`src/rtl/edge_detect_multi.sv`:
```
// Multi-channel synchronising, debouncing edge detector with selectable edge mode.
// Optional sticky event flags with per-channel clear are enabled by defining EDGE_DET_STICKY_EN.
module edge_detect_multi #(
    parameter int CH          = 4,
    parameter int SYNC_STAGES = 2,
    parameter int DB_CNT      = 20000,
    parameter int CW          = $clog2(DB_CNT + 1)
) (
    input  logic          clk,
    input  logic          rst,
    input  logic          en,
    input  logic [1:0]    mode,
    input  logic [CH-1:0] signal,
`ifdef EDGE_DET_STICKY_EN
    input  logic [CH-1:0] clr,
    output logic [CH-1:0] evt_flag,
`endif
    output logic [CH-1:0] level,
    output logic [CH-1:0] edge_pulse,
    output logic [CH-1:0] pos_edge,
    output logic [CH-1:0] neg_edge,
    output logic          evt_any
);

    localparam logic [1:0] LO     = 2'b00;
    localparam logic [1:0] LO_CHK = 2'b01;
    localparam logic [1:0] HI     = 2'b10;
    localparam logic [1:0] HI_CHK = 2'b11;

    logic [SYNC_STAGES-1:0] sync_q [CH];
    logic [CH-1:0]          s;
    logic [1:0]             state   [CH];
    logic [1:0]             state_n [CH];
    logic [CW-1:0]          cnt     [CH];
    logic [CW-1:0]          cnt_n   [CH];
    logic [CH-1:0]          pos_n;
    logic [CH-1:0]          neg_n;
    logic [CH-1:0]          edge_n;

    // Bit 1 of the state encoding is the debounced level itself.
    for (genvar g = 0; g < CH; g++) begin : g_ch
        assign s[g]     = sync_q[g][SYNC_STAGES-1];
        assign level[g] = state[g][1];
    end

    always_comb begin
        pos_n = '0;
        neg_n = '0;
        for (int i = 0; i < CH; i++) begin
            state_n[i] = state[i];
            cnt_n[i]   = '0;
            if (en) begin
                case (state[i])
                    LO: begin
                        if (s[i]) begin
                            if (DB_CNT == 1) begin
                                state_n[i] = HI;
                                pos_n[i]   = 1'b1;
                            end else begin
                                state_n[i] = LO_CHK;
                                cnt_n[i]   = CW'(1);
                            end
                        end
                    end
                    LO_CHK: begin
                        if (!s[i]) begin
                            state_n[i] = LO;
                        end else if (cnt[i] == CW'(DB_CNT - 1)) begin
                            state_n[i] = HI;
                            pos_n[i]   = 1'b1;
                        end else begin
                            cnt_n[i] = cnt[i] + CW'(1);
                        end
                    end
                    HI: begin
                        if (!s[i]) begin
                            if (DB_CNT == 1) begin
                                state_n[i] = LO;
                                neg_n[i]   = 1'b1;
                            end else begin
                                state_n[i] = HI_CHK;
                                cnt_n[i]   = CW'(1);
                            end
                        end
                    end
                    default: begin
                        if (s[i]) begin
                            state_n[i] = HI;
                        end else if (cnt[i] == CW'(DB_CNT - 1)) begin
                            state_n[i] = LO;
                            neg_n[i]   = 1'b1;
                        end else begin
                            cnt_n[i] = cnt[i] + CW'(1);
                        end
                    end
                endcase
            end else begin
                // Disabled: drop any pending qualification but keep the accepted level.
                state_n[i] = {state[i][1], 1'b0};
            end
        end
    end

    always_comb begin
        case (mode)
            2'b00:   edge_n = pos_n;
            2'b01:   edge_n = neg_n;
            2'b10:   edge_n = pos_n | neg_n;
            default: edge_n = '0;
        endcase
    end

    always_ff @(posedge clk or posedge rst) begin
        if (rst) begin
            for (int i = 0; i < CH; i++) begin
                sync_q[i] <= '0;
                state[i]  <= LO;
                cnt[i]    <= '0;
            end
            pos_edge   <= '0;
            neg_edge   <= '0;
            edge_pulse <= '0;
            evt_any    <= 1'b0;
        end else begin
            for (int i = 0; i < CH; i++) begin
                sync_q[i] <= {sync_q[i][SYNC_STAGES-2:0], signal[i]};
                state[i]  <= state_n[i];
                cnt[i]    <= cnt_n[i];
            end
            pos_edge   <= pos_n;
            neg_edge   <= neg_n;
            edge_pulse <= edge_n;
            evt_any    <= |edge_n;
        end
    end

`ifdef EDGE_DET_STICKY_EN
    // A new edge outranks a clear landing on the same clock.
    always_ff @(posedge clk or posedge rst) begin
        if (rst) begin
            evt_flag <= '0;
        end else begin
            evt_flag <= edge_n | (evt_flag & ~clr);
        end
    end
`endif

endmodule

```
`config.mk`:
```
export PLATFORM = sky130hd
export DESIGN_NAME = edge_detect_multi
export DESIGN_NICKNAME = d
export VERILOG_FILES = /design/src/rtl/edge_detect_multi.sv
export SDC_FILE = /design/constraint.sdc
export NUM_CORES = 1
export LEC_CHECK = 0
export ABC_CLOCK_PERIOD_IN_PS = 6950
export CAP_MARGIN = 20
export CORE_ASPECT_RATIO = 1.25
export CORE_UTILIZATION = 40
export DETAILED_ROUTE_END_ITERATION = 8
export GPL_TIMING_DRIVEN = 0
export PLACE_DENSITY = 0.66
export SYNTH_ARGS = -nofsm -noshare
export SYNTH_HDL_FRONTEND = slang
export SYNTH_SLANG_ARGS = --single-unit
```
`constraint.sdc`:
```
create_clock -name clk -period 6.95 [get_ports clk]
set_input_delay 2.085 -clock clk [delete_from_list [all_inputs] [get_ports clk]]
set_output_delay 2.085 -clock clk [all_outputs]
set_load 0.01 [all_outputs]
```
==> After elaboration in Yosys (flattened, before gate mapping) <==
Index checks and enable logic that the tools add are counted.
{ "totals": {"reg_bits": 89, "latch_bits": 0, "ramBits": 0, "romBits": 0, "in_bits": 9, "output_inout_bits": 17, "wordCells": 178, "memories": 0} }
{ "op_classes": {"addsub": 4, "n_mul": 0, "n_div": 0, "magnitude_cmp": 0, "eq_ne": 42, "shifts": 0, "muxes": 89, "bitwise_logic": 1, "n_reduce_logical": 22} }
{ "ops": {"columns": ["op", "count"], "rows": [
  ["15-bit two-way mux", 16],
  ["15-bit one-hot mux with 3 select lines", 4],
  ["15-bit by 1-bit adder with 15-bit output (second input constant)", 4],
  ["15-bit == test (second input constant)", 4],
  ["2-bit two-way mux", 24],
  ["1-bit two-way mux", 40],
  ["3-bit != test (second input constant)", 12],
  ["2-bit one-hot mux with 3 select lines", 4],
  ["5-bit by 1-bit != test with 1-bit output (second input constant)", 4],
  ["5-bit AND reduction", 4],
  ["2-bit != test (second input constant)", 8],
  ["4-bit != test (second input constant)", 4],
  ["4-bit AND reduction", 4],
  ["4-bit nonzero test", 4],
  ["4-bit one-hot mux with 3 select lines", 1],
  ["3-bit OR reduction", 4],
  ["2-bit by 1-bit == test with 1-bit output (second input constant)", 5],
  ["2-bit == test (second input constant)", 5],
  ["2-bit zero test", 5],
  ["4-bit OR", 1],
  ["4-bit OR reduction", 1]
]} }

==> Logic depth before layout (Yosys ltp) <==
Gate-level depths: netlist of run 1.
{ "depth": {"ltp_word": 8, "ltp_mapped": 7, "depth_no_buf": 6} }

==> Worst setup path before layout of run 1 <==
No wires, ideal clock.
{ "synth_timing": {"kind": "input to register", "startpoint": "input port mode[0]", "endpoint": "register evt_any", "setup_time_ps": 129, "t_arrival_ps": 2991, "slack_ps": 3830, "cell_stages": 4, "path_buffers": 0, "path_cell_list": "xnor2_1 -> o22ai_1 -> and3_1 -> a2111o_1"} }
{ "synth_via": {"elab_chain_len": 3} }
{ "synth_rtl": {"columns": ["element", "line_no", "source"], "rows": [
  ["start: declaration", "12", "input logic [1:0] mode,"],
  ["2-bit == test (tied with other cells)", "105", "case (mode)"],
  ["4-bit one-hot mux with 3 select lines (*)", "105", null],
  ["via edge_n[0]", "38", "logic [CH-1:0] edge_n;"],
  ["4-bit OR reduction (*)", "133", "evt_any <= |edge_n;"],
  ["end signal: assignment", "133", null],
  ["end: declaration", "22", "output logic evt_any"]
]} }
Mark *: on every way through the listed nets, which the timed path passes. The rest lies on a longest branch.
A chain may end at the register's enable or synchronous reset.

==> Worst setup path after layout of run 1 <==
Ends and elaborated chain as after synthesis.

==> results by group, run 1 <==
Status
  – Outcome: completed

STA
  – Fin crit share: 52.77%
  – Maximum clock rate: 0.2727 GHz
  – Fin crit period: 3668 ps
  – Worst hold margin: 342.6 ps
  – Fin Setup TNS: 0 ps
  – Max Clock Skew: 5.507 ps
  – Final Setup Violations: 0
  – Worst Max-Slew Pin Slew: 499.9 ps
  – RSZ-0062 raised after global routing: false
  – Pins Over Slew Limit: 0
  – Hold Vio Cnt, Final: 0
  – Slew headroom: 66.43%

Logic synthesis
  – Adder-Cell Fraction of Synth Area: 5.600%
  – Largest family of logic cells by synthesized area: simple AND/OR/NAND/NOR gates
  – Synth area leaders: dfrtp_1 47%, xor2_1 6.5%, ha_1 5.6%
  – Yosys warning count: 0
  – Commonest cells in the netlist: 89 x dfrtp_1, 70 x nor2_1, 35 x xor2_1, 25 x nand4_1
  – Post-synth top area cell: dfrtp_1
  – Most numerous cell in the Yosys netlist: dfrtp_1
  – Mapped Cells: 465
  – Avg Synthesized Cell Area: 10.09 um^2
  – Mapped Area: 4692 um^2
  – Post-Syn Nets: 495
  – Top cell type's share of synthesized area: 47.47%
  – Seq cells post-synth: 89
  – Mux cell area share after synthesis: 1.520%
  – Simple-gate share of the synthesized area: 24.67%
  – Share of async-settable or async-resettable flops after synthesis: 100.0%
  – EDFF count, synth: 0
  – XOR/XNOR Fraction of Synth Area: 9.893%
  – Synth Area in Compound Gates: 6.373%
  – Top_reg_cell synth: dfrtp_1
  – Netlist cell types: 55
  – Part of the Yosys area used for sequential elements: 47.47%

Final layout
  – N_diodes: 0
  – FILL cells: 1049
  – Layout cells sized above 1: 8.300%
  – Final nets: 532
  – Area Overhead vs Synth: 15.60%
  – Register Area: 2227 um^2
  – Multi-input logic area: 2255 um^2

CTS
  – CTS Hold Bufs: 0
  – Clock buffer depth: 2
  – CTS root buf: clkbuf_16
  – Reg clk slew, reported paths: 60 ps
  – Setup Fix Bufs, Post-CTS: 0
  – Sink Count: 89
  – CTS HTree Levels: 3
  – CTS tree: built
  – Later-pin clock latency in the skew report: 340 ps
  – Num CTS Buffers: 9
  – PostCTS Resize Cnt: 0

Floorplan
  – I/O pin cnt: 26
  – Die H: 123.1 um
  – Core area: 11240 um^2
  – Row count: 43
  – Die footprint: 12170 um^2
  – Initial core utilization: 41.73%
  – Die Wd: 98.87 um

Critical path
  – Worst r2r src: cnt[15]
  – Reg2reg path depth: 7
  – CP endpoint kind: flop
  – Arr. time, crit path: 3890 ps
  – Critical path launch point type: input port
  – Critical Path, Cell by Cell: clkdlybuf4s50_1, xnor2_1, o22ai_1, and3_1, a2111o_1
  – Crit Path Class: in2reg
  – Max FO, Critical Path: 5
  – Crit path max-delay family: buffers and inverters
  – Slowest-stage cell, CP: clkdlybuf4s50_1
  – Reg-to-Reg End: cnt[22]
  – Crit path from: mode[0]
  – Slowest stage delay, CP: 550 ps
  – Critical path required time: 7170 ps
  – Reg2Reg Setup Slack: 4990 ps
  – Critical path buffer and inverter count: 1

Placed design
  – # port buffers: 25
  – Gpl congestion: 0.7971
  – Dpl hpwl: 6264 um

Worst hold path
  – Hold endpoint: s[2]
  – Worst Hold Path Cells: 0
  – Hold Crit Start: sync_q[2]
  – Worst Hold Class: reg2reg

Detailed routing
  – Drt total wl: 8950 um
  – WL/cell: 13.96 um
  – Routed vias/inst: 5.382
  – Via count: 3450
  – ANT nets after route: 0
  – TritonRoute pass-1 iters: 4
  – DRC: 0
  – DR iter-0 viols: 117

Power and ir drop
  – PwrDens: 244.3 nW/um^2
  – Worst IR drop on VDD: 0.1329 mV
  – Leak pwr: 2.291 nW

Global routing
  – Vias in the first global route: 3410
  – Largest net degree at the start of global routing: 57
  – Initial antenna violation count: 0
  – First-pass GRT wire length: 15570 um
  – Gr usage total: 16.04%
  – GRT Residual Overflow: 0

Run
  – Maximum Capacitance Violations: 0
-- kinds of logic (layout without fill, tap and decap cells) --
| kind of cell | Yosys count | count (layout) |
|---|---|---|
| and+or+nand+nor | 212 | 212 |
| DFF | 89 | 89 |
| muxes | 7 | 7 |
| buffers and inverters | 42 | 83 |
| AOI/OAI and AO/OA | 41 | 41 |
| adders and majority gates | 21 | 21 |
| xor gates and xnor gates | 53 | 53 |
-- cells in the final DEF (no fill, tap or decap), drive strengths merged, types with 7 or more instances in the layout --
| cell type | instances |
|---|---|
| and3 | 11 |
| and4 | 17 |
| buf | 18 |
| clkbuf | 19 |
| clkdlybuf4s50 | 25 |
| dfrtp | 89 |
| ha | 21 |
| inv | 18 |
| nand2 | 24 |
| nand3 | 24 |
| nand4 | 26 |
| nor2 | 70 |
| nor3 | 10 |
| nor4 | 7 |
| o21ai | 9 |
| xnor2 | 18 |
| xor2 | 35 |
-- through the flow --
stage	setup slack, ps	instance area, um^2	util (%)	total power, W	cells
4_1_cts	3323	5424	48.24	0.001342	641
6_report	3282	5424	48.24	0.001325	641
5_1_grt	3188	5424	48.24	0.001406	641
3_3_place_gp	1190	5111	45.45	0.0008601	625
2_1_floorplan	2558	4692	-	0.0007963	465
3_5_place_dp	2978	5141	45.72	0.0008740	626
-- where the power goes --
part | internal, W | switching, W
sequential | 0.000549 | 0.0000419
combinational | 0.000126 | 0.000149
clock | 0.000269 | 0.000190
-- worst max-delay path by stage --
stage | depth (start not counted) | end | slack (ps)
finish | 5 | evt_any | 3280
global route | 6 | cnt[20] | 3190
CTS | 5 | evt_any | 3320
detailed placement | 5 | evt_any | 2980
global placement | 2 | cnt[10] | 1190
floorplan | 1 | async pin | 2560
-- worst register-to-register path, cell delays in order (launching register included) --
cell     delay, ps
dfrtp_1        430
ha_1           230
and4_1         190
buf_2          160
nand4_1        220
nand3_1        280
buf_2          270
nor2_1          80
-- layer usage --
metal / share of wire, % / track usage (%) / vias to the layer above
met1: 46 / 19.74 / 1669
met2: 49 / 27.27 / 51
met5: 0 / 0 / -
li1: - / - / 1716
met4: 2.0 / 6.716 / 0
met3: 3.1 / 3.561 / 14
-- cell type report --
| class | instances | share of cell area (%) |
|---|---|---|
| multi-input combinational | 334 | 41.57 |
| sequential | 89 | 41.06 |
| timing repair buffer | 26 | 5.121 |
| clock buffer | 13 | 4.983 |
| tap | 135 | 3.114 |
| buffer | 23 | 2.561 |
| inverter | 19 | 1.361 |
| clock inverter | 2 | 0.2307 |
-- flip-flops by register name, indices dropped and copies added, names as in the netlist, named ones only --
| name | count |
|---|---|
| pos_edge | 4 |
| state | 4 |
| neg_edge | 4 |
| sync_q | 4 |
| edge_pulse | 4 |
| s | 4 |
| cnt | 60 |
| evt_any | 1 |
(Power assumes the default switching activity.)
==> run 2: changes to the inputs <==
Settings changed: ABC_CLOCK_PERIOD_IN_PS 6950 to 3610.
Clock period 6.95 ns to 3.61 ns, I/O delays scaled along.
==> results of run 2 <==
The final DEF is identical to that of run 1. Status: completed.
Main changes from that run: setup slack after placement 2978 ps -> 639.6 ps; setup slack after layout 3282 ps -> 944.4 ps; register-to-register setup slack 4990 ps -> 1650 ps; total power 0.001325 W -> 0.002551 W; worst IR drop on VDD 0.1329 mV -> 0.2558 mV
==> run 3: changes to the inputs <==
Settings changed: ABC_CLOCK_PERIOD_IN_PS 3610 to 2600.
Clock period 3.61 ns to 2.6 ns, I/O delays scaled along.
==> run 3 against run 2 <==
Via count grew 1.3%. Die area is the same. Sequential power grew 39%. Hold slack gained 3.1 ps. Sequential share of layout area grew 0.085 points. Critical path type unchanged. Largest cell class unchanged.
==> results by group, run 3 (synthesized netlist as in run 1, its figures left out) <==
Final layout
  – N_diodes: 0 (unchanged)
  – Multi-input logic area: 2255 um^2 (unchanged)
  – FILL cells: 1060 (+1.0%)
  – Finished Core Util: 48.14% (-0.10 points)
  – Area Overhead vs Synth: 15.36%
  – Layout cells sized above 1: 8.071% (-0.23 points)
  – Biggest register: cnt
  – Most frequent cells in the layout: 89 x dfrtp_1, 70 x nor2_1, 35 x xor2_1
  – Max reg flops: 60 (unchanged)
  – Post-route cell area: 5413 um^2 (-0.21%)
  – Most common cell after layout, fill and taps aside: dfrtp_1
  – Register Area: 2227 um^2 (unchanged)
  – Final nets: 533 (+0.19%)
  – Final non-filler cell total: 643 (+0.31%)

Critical path
  – Critical path required time: 2810 ps
  – CP endpoint kind: flop
  – Slowest stage delay, CP: 550 ps (about the same)
  – Worst r2r src: cnt[15]
  – Max FO, Critical Path: 5 (unchanged)
  – Reg2Reg Setup Slack: 570 ps
  – Critical path buffer and inverter count: 1 (unchanged)
  – Critical path launch point type: input port
  – Slowest-stage cell, CP: clkdlybuf4s50_1
  – Reg-to-Reg End: cnt[26]
  – Crit Path Class: in2reg
  – Arr. time, crit path: 2580 ps
  – Reg2reg path depth: 7 (unchanged)
  – Critical Path, Cell by Cell: clkdlybuf4s50_1, xnor2_1, o22ai_1, and3_1, a2111o_1
  – Crit path max-delay family: buffers and inverters

STA
  – Worst Max-Slew Pin Slew: 525.4 ps (+25.46 ps)
  – Hold Vio Cnt, Final: 0 (unchanged)
  – Fin crit share: 90.92%
  – Max Clock Skew: 5.794 ps (+0.2865 ps)
  – Final Setup Violations: 0 (unchanged)
  – Fin crit period: 2364 ps
  – Pins Over Slew Limit: 0 (unchanged)
  – Maximum clock rate: 0.4230 GHz
  – RSZ-0062 raised after global routing: false
  – Slew headroom: 64.90% (-1.5 points)

CTS
  – Later-pin clock latency in the skew report: 340 ps (about the same)
  – CTS HTree Levels: 3 (unchanged)
  – CTS root buf: clkbuf_16
  – Num CTS Buffers: 9 (unchanged)
  – CTS Hold Bufs: 0 (unchanged)
  – Sink Count: 89 (unchanged)
  – Reg clk slew, reported paths: 60 ps (about the same)
  – PostCTS Resize Cnt: 0 (unchanged)
  – Clock buffer depth: 2 (unchanged)
  – CTS tree: built
  – Setup Fix Bufs, Post-CTS: 0 (unchanged)

Floorplan
  – Die H: 123.1 um (unchanged)
  – Die Wd: 98.87 um (unchanged)
  – I/O pin cnt: 26 (unchanged)
  – Core area: 11240 um^2 (unchanged)
  – Die footprint: 12170 um^2 (unchanged)
  – Row count: 43 (unchanged)
  – Initial core utilization: 41.73% (unchanged)

Worst hold path
  – Worst Hold Path Cells: 0 (unchanged)
  – Worst Hold Class: reg2reg
  – Hold endpoint: s[1]
  – Hold Crit Start: sync_q[4]

Global routing
  – Gr usage total: 16.28% (+0.24 points)
  – Largest net degree at the start of global routing: 42 (-26%)
  – Initial antenna violation count: 0 (unchanged)
  – First-pass GRT wire length: 15770 um (+1.3%)
  – Vias in the first global route: 3435 (+0.73%)
  – GRT Residual Overflow: 0 (unchanged)

Detailed routing
  – DRC: 0 (unchanged)
  – TritonRoute pass-1 iters: 6 (+2)
  – Routed vias/inst: 5.437 (+1.0%)
  – WL/cell: 14.12 um (+1.1%)
  – ANT nets after route: 0 (unchanged)
  – Via count: 3496 (+1.3%)
  – Drt total wl: 9081 um (+1.5%)
  – DR iter-0 viols: 121 (+3.4%)

Placed design
  – Dpl hpwl: 6500 um (+3.8%)
  – Area post-placement: 5155 um^2 (+0.27%)
  – Dpl cells: 627 (+0.16%)
  – # port buffers: 25 (unchanged)
  – Gpl congestion: 0.7902 (-0.87%)

Power and ir drop
  – Leak pwr: 2.278 nW (-0.54%)
  – Overall power: 0.003472 W
  – PwrDens: 641.5 nW/um^2
  – Worst IR drop on VDD: 0.3442 mV

Run
  – Maximum Capacitance Violations: 0 (unchanged)

Status
  – Outcome: completed
run 3: cell types whose count changed in the layout (fill, tap and decap cells not counted), sizes merged:
cell      change
buf           +1
clkinv        +1
clkinvlp      +1
inv           -1
run 3: final cells by class:
cell class                 instances  share of cell area [%]
timing repair buffer              27                   5.363
clock inverter                     3                  0.3236
inverter                          19                   1.387
sequential                        89                   41.15
multi-input combinational        334                   41.66
buffer                            23                   2.566
clock buffer                      13                   4.438
tap                              135                   3.121
run 3: per-stage QoR:
stage / hold WS [ps] / setup slack (ps) / setup TNS, ps
after global placement: 332.4 / -186.4 / -17130
after CTS: 345.6 / 209.8 / 0
after detailed placement: 337.0 / -129.7 / -885.4
final: 345.7 / 236.2 / 0
after global routing: 363.1 / 56.09 / 0
after floorplan: 331.2 / 784.3 / 0
run 3: routing by layer:
layer	wire length, um	share of wire [%]	track usage, %	up-vias
li1	-	-	-	1714
met4	172	1.9	6.903	0
met3	302	3.3	4.127	14
met2	4549	50	26.92	51
met5	0	0	0	-
met1	4057	45	20.31	1717
run 3: worst max path at each step:
stage / from / cells after the start / end / slack [ps]
after global placement: rst / 2 / cnt[10] / -190
final: mode[0] / 5 / evt_any / 240
after floorplan: rst / 1 / async pin / 780
after detailed placement: mode[0] / 5 / evt_any / -130
after CTS: mode[0] / 5 / evt_any / 210
after global routing: mode[0] / 5 / evt_any / 60
run 3: power breakdown:
group | leakage [nW] | switching [W] | internal [W]
sequential | 1.20 | 0.000110 | 0.00147
combinational | 0.955 | 0.000405 | 0.000340
clock | 0.124 | 0.000505 | 0.000646
total | 2.28 | 0.00102 | 0.00245
